[src/rtl/regfile_pkg.sv]
// Shared defaults and types for the parametrised register file with RAW scoreboard.
package regfile_pkg;

  localparam int W_DEF    = 19;
  localparam int NREG_DEF = 32;
  localparam int NRD_DEF  = 2;
  localparam int CW_DEF   = 2;

  typedef logic [W_DEF-1:0]             reg_data_t;
  typedef logic [$clog2(NREG_DEF)-1:0]  reg_addr_t;

  // Largest number of writes a CW-bit pending counter can track.
  function automatic int cnt_max(input int cw);
    return (1 << cw) - 1;
  endfunction

endpackage

[src/rtl/regfile_sb_cnt.sv]
// Per-register pending-write counter: saturating up/down, simultaneous inc+dec cancel.
module regfile_sb_cnt
  import regfile_pkg::*;
#(
  parameter int CW = CW_DEF
) (
  input  logic          clk,
  input  logic          reset,
  input  logic          inc,
  input  logic          dec,
  output logic [CW-1:0] cnt,
  output logic          full,
  output logic          nonzero
);

  logic dn_req;
  logic up;
  logic dn;

  assign full    = &cnt;
  assign nonzero = |cnt;

  // A decrement on an empty counter is meaningless, so it cannot cancel an increment.
  assign dn_req = dec && nonzero;
  assign up     = inc && !dn_req && !full;
  assign dn     = dn_req && !inc;

  always_ff @(posedge clk or negedge reset) begin
    if (!reset) begin
      cnt <= '0;
    end else if (up) begin
      cnt <= cnt + CW'(1);
    end else if (dn) begin
      cnt <= cnt - CW'(1);
    end
  end

endmodule

[src/rtl/regfile_scoreboard.sv]
// Register file with write-first bypass and per-register pending-write scoreboard.
// Optional: define REGFILE_R0_ZERO_EN to hardwire register 0 to zero.
module regfile_scoreboard
  import regfile_pkg::*;
#(
  parameter  int W    = W_DEF,
  parameter  int NREG = NREG_DEF,
  parameter  int NRD  = NRD_DEF,
  parameter  int CW   = CW_DEF,
  localparam int AW   = $clog2(NREG)
) (
  input  logic            clk,
  input  logic            reset,
  input  logic [NRD*AW-1:0] ra,
  output logic [NRD*W-1:0]  rd,
  output logic [NRD-1:0]    rd_pend,
  input  logic            iss_valid,
  input  logic [AW-1:0]   iss_addr,
  output logic            iss_ready,
  input  logic            we,
  input  logic [AW-1:0]   wa,
  input  logic [W-1:0]    wd,
  output logic            idle
);

`ifdef REGFILE_R0_ZERO_EN
  localparam bit R0_ZERO = 1'b1;
`else
  localparam bit R0_ZERO = 1'b0;
`endif

  logic [W-1:0]  mem [NREG];
  logic [CW-1:0] cnt [NREG];
  logic [NREG-1:0] full;
  logic [NREG-1:0] nonzero;
  logic [NREG-1:0] inc;
  logic [NREG-1:0] dec;
  logic wr_en;
  logic iss_fire;

  // Gating with reset keeps the bypass from leaking wd while the file is held clear.
  assign wr_en    = we && reset && !(R0_ZERO && (wa == '0));
  assign iss_fire = iss_valid && iss_ready;

  always_ff @(posedge clk or negedge reset) begin
    if (!reset) begin
      for (int r = 0; r < NREG; r++) begin
        mem[r] <= '0;
      end
    end else if (wr_en) begin
      mem[wa] <= wd;
    end
  end

  for (genvar g = 0; g < NREG; g++) begin : g_cnt
    assign inc[g] = iss_fire && (iss_addr == AW'(g)) && !(R0_ZERO && (g == 0));
    assign dec[g] = wr_en && (wa == AW'(g)) && nonzero[g];

    regfile_sb_cnt #(.CW(CW)) u_cnt (
      .clk     (clk),
      .reset   (reset),
      .inc     (inc[g]),
      .dec     (dec[g]),
      .cnt     (cnt[g]),
      .full    (full[g]),
      .nonzero (nonzero[g])
    );
  end

  // A full counter can still accept an issue when a write retires one slot this cycle.
  assign iss_ready = !full[iss_addr]
                   || (wr_en && (wa == iss_addr) && nonzero[iss_addr])
                   || (R0_ZERO && (iss_addr == '0));

  assign idle = ~|nonzero;

  for (genvar i = 0; i < NRD; i++) begin : g_rd
    logic [AW-1:0] a;
    logic          byp;

    assign a   = ra[i*AW +: AW];
    assign byp = wr_en && (wa == a);

    assign rd[i*W +: W] = byp ? wd : mem[a];
    // One outstanding write landing now is satisfied by the bypass.
    assign rd_pend[i]   = (cnt[a] > CW'(1)) || ((cnt[a] == CW'(1)) && !byp);
  end

endmodule

[config.mk]
export PLATFORM = sky130hd
export DESIGN_NAME = regfile_scoreboard
export DESIGN_NICKNAME = d
export VERILOG_FILES = /design/src/rtl/regfile_pkg.sv /design/src/rtl/regfile_sb_cnt.sv /design/src/rtl/regfile_scoreboard.sv
export SDC_FILE = /design/constraint.sdc
export NUM_CORES = 1
export LEC_CHECK = 0
export BUFFER_PORTS_ARGS = -buffer_cell sky130_fd_sc_hd__buf_2
export CORE_ASPECT_RATIO = 1.4
export CORE_MARGIN = 5
export CORE_UTILIZATION = 50
export CTS_BUF_LIST = sky130_fd_sc_hd__clkbuf_16
export DETAILED_ROUTE_END_ITERATION = 16
export PLACE_DENSITY_LB_ADDON = 0.05
export SYNTH_ARGS = -nofsm -noshare
export SYNTH_HDL_FRONTEND = slang
export SYNTH_HIERARCHICAL = 1
export SYNTH_SLANG_ARGS = --single-unit
[constraint.sdc]
create_clock -name clk -period 7.2 [get_ports clk]
set_input_delay 1.44 -clock clk [delete_from_list [all_inputs] [get_ports clk]]
set_output_delay 1.44 -clock clk [all_outputs]
set_load 0.01 [all_outputs]
==> out/results.ini <==
[status]
status=finished clean

[layout]
layout-drive-gt1-share=0.4857
stdcell_count=3872
multi_input_area_sq_mm=0.02091
regArea_sq_mm=0.01682
utilization=0.5551
design_area_sq_mm=0.04259
syn_to_final_growth_pct=9.935
fillers=6274
final_nets=2823

[floorplanning]
ios=85
die_area_sq_mm=0.08322
die_y_microns=339.3
initial_core_util=0.5049
fp-row-count=120
die_w_microns=245.2
coreArea_sq_mm=0.07672

[drt]
dr.pass1.iters=7
antenna_left=0
vias_per_cell=6.630
vias=25670
wl_per_cell_microns=31.75
drt_iter0_markers=2203
drc=0
wl_microns=122900

[worst_hold_path]
hp-class=reg -> reg
worstHoldStart=mem[228]

[clock_network]
cts_root_buffer=clkbuf_16
h-tree-depth=3
post_cts_buffers=0
clkSlewWorstSetupHoldPaths_ns=0.06
ctsHoldBuffers=0
cts_sinks=672
cts_tree=done
clockBufferDepth=3
numCtsBuffers=73
cts-resized-gates=0
insertion_delay_ns=0.64

[critical_path]
worstSetupEndpoint=rd[3]
reg2reg_from=g_cnt[7].u_cnt/cnt[1]
required_ns=5.76
critPathMaxStageDelay_ns=0.67
end_kind=primary output
path_delay_family=buffers and inverters
cp-start-kind=primary input
cp_max_fo=72
critPathLaunch=ra[1]
reg2reg_to=g_cnt[11].u_cnt/cnt[0]
crit_chain=clkbuf_8 -> buf_4 -> mux4_2 -> mux2i_1 -> a22oi_1 -> o211ai_1 -> o21ai_0 -> buf_2
crit_arrival_ns=4.44
crit_buf_inv=3
crit_path_top_delay_cell=buf_4
reg2reg_slack_ns=3.99
r2r_cells=9
path_class=in -> out
path_depth=8

[logic_synthesis]
syn_nets=2838
synth_area_leaders=dfrtp_1 43%, mux4_2 22%, mux2_2 18%
yosysSeqAreaShare=0.4341
yosysMostFrequentCell=dfrtp_1
syn_inst=2795
yosysWarnings=6
synth_edf_count=0
synthArstFlopShare=1.000
synthFlopType=dfrtp_1
ys_ff_latch=672
syn_area_per_cell_sq_um=13.86
synth.top_cell.area_share=0.4341
yosys.area.top_type=dfrtp_1
yosys-top-cells-count=672 x dfrtp_1, 614 x mux2_2, 374 x mux4_2, 149 x clkbuf_1, 95 x mux2i_1
synthesis.area_sq_mm=0.03874
ys_types=47

[global_route]
grt_max_degree=146
grt_pass1_wl_microns=183800
antenna_found_initial=3
grt.total_usage=0.2957
grt_pass1_vias=27530
overflow=0

[timing]
drv_slew=0
rsz0062_at_grt=false
fmax_ghz=0.1700
fin_tns_setup_ns=0
relSlewSlack=0.1492
setup_viol=0
hold_violations=0
min_period_ns=5.883
finalCritPeriodShare=0.8171
whs_ns=0.5222
tightest_slew_ns=1.273
fin_ws_ns=1.317
fin_worst_skew_ns=0.02532

[pwr]
total_leakage_power_nw=18.40
ir_worst_vdd_v=0.0002056
p_per_area_mw_per_mm2=245.7
finalPower_mw=10.46

[placed_design]
dp_slack_ns=1.181
dpl.cell_count=3741
place_congestion=0.8843
hpwl_microns=75940
port_buffers=84
postPlaceCellArea_sq_mm=0.04024

[job]
max_cap_viol_count=0

-- report_power, final --
part / switching, mW / internal [mW]
combinational: 0.920 / 1.12
sequential: 0.423 / 4.29
clock: 1.59 / 2.12
-- state kept, by name (all words and copies together) (netlist names) --
register / cells
mem: 608
g_cnt.u_cnt/cnt: 64
-- area by class of cell --
class                      count  area share
clock buffer                  76     0.04466
multi-input combinational   1833      0.4911
clock inverter                50    0.009666
timing repair buffer         152     0.02480
sequential                   672      0.3949
inverter                      48    0.004231
tap                         1037     0.03047
antenna                        4   0.0002350
-- cell families after synthesis --
group | count (synthesis) | synth area share
buffers and inverters | 290 | 0.03052
muxes | 1083 | 0.4205
and+or+nand+nor | 461 | 0.06469
xor gates and xnor gates | 47 | 0.01063
AOI/OAI and AO/OA | 242 | 0.03960
DFF | 672 | 0.4341
-- metal layers --
layer,part of all wire,vias to the layer above,track usage,wire length (microns)
met4,0.055,0,0.1428,6702
met1,0.39,13760,0.3737,47590
met2,0.50,954,0.4995,61720
li1,-,10650,-,-
met3,0.056,307,0.04651,6922
met5,0,-,0,0
-- layout by cell type, fill, tap and decap left out, types with 7 or more instances in the layout --
cell type and n:
xor2_1 40, o211ai_1 9, and3_1 13, a221o_1 19, a221oi_1 7, nor4_1 14, o22ai_1 64, nand2_1 70
nand3_1 16, nand2_2 32, and2_1 23, clkbuf_16 76, nor3b_1 36, inv_1 58, clkinv_2 13, mux2i_1 95
mux2_2 614, buf_4 66, xnor2_1 7, dfrtp_1 672, buf_2 76, a21oi_1 87, and2_2 32, or2_2 35
mux4_2 374, nor3_1 37, o21ai_0 20, nor2_1 74, a211oi_1 18, clkinv_1 11, nand2b_1 36, nor2_4 16
-- how the worst min path moves through the flow --
stage                to  slack, ns  depth (start not counted)
2_1_floorplan  mem[255]       0.49                          1
3_3_place_gp   mem[404]       0.50                          1
3_5_place_dp   mem[480]       0.51                          1
4_1_cts        mem[480]       0.52                          1
5_1_grt         mem[90]       0.53                          1
6_report       mem[228]       0.52                          1
-- worst reg2reg max path: cells and delay by family (launching register included) --
family	cells	cell delay [ns]
flops	1	0.51
simple gates	5	1.31
mux	1	0.45
compound gates	3	0.79
(Power assumes the default switching activity.)
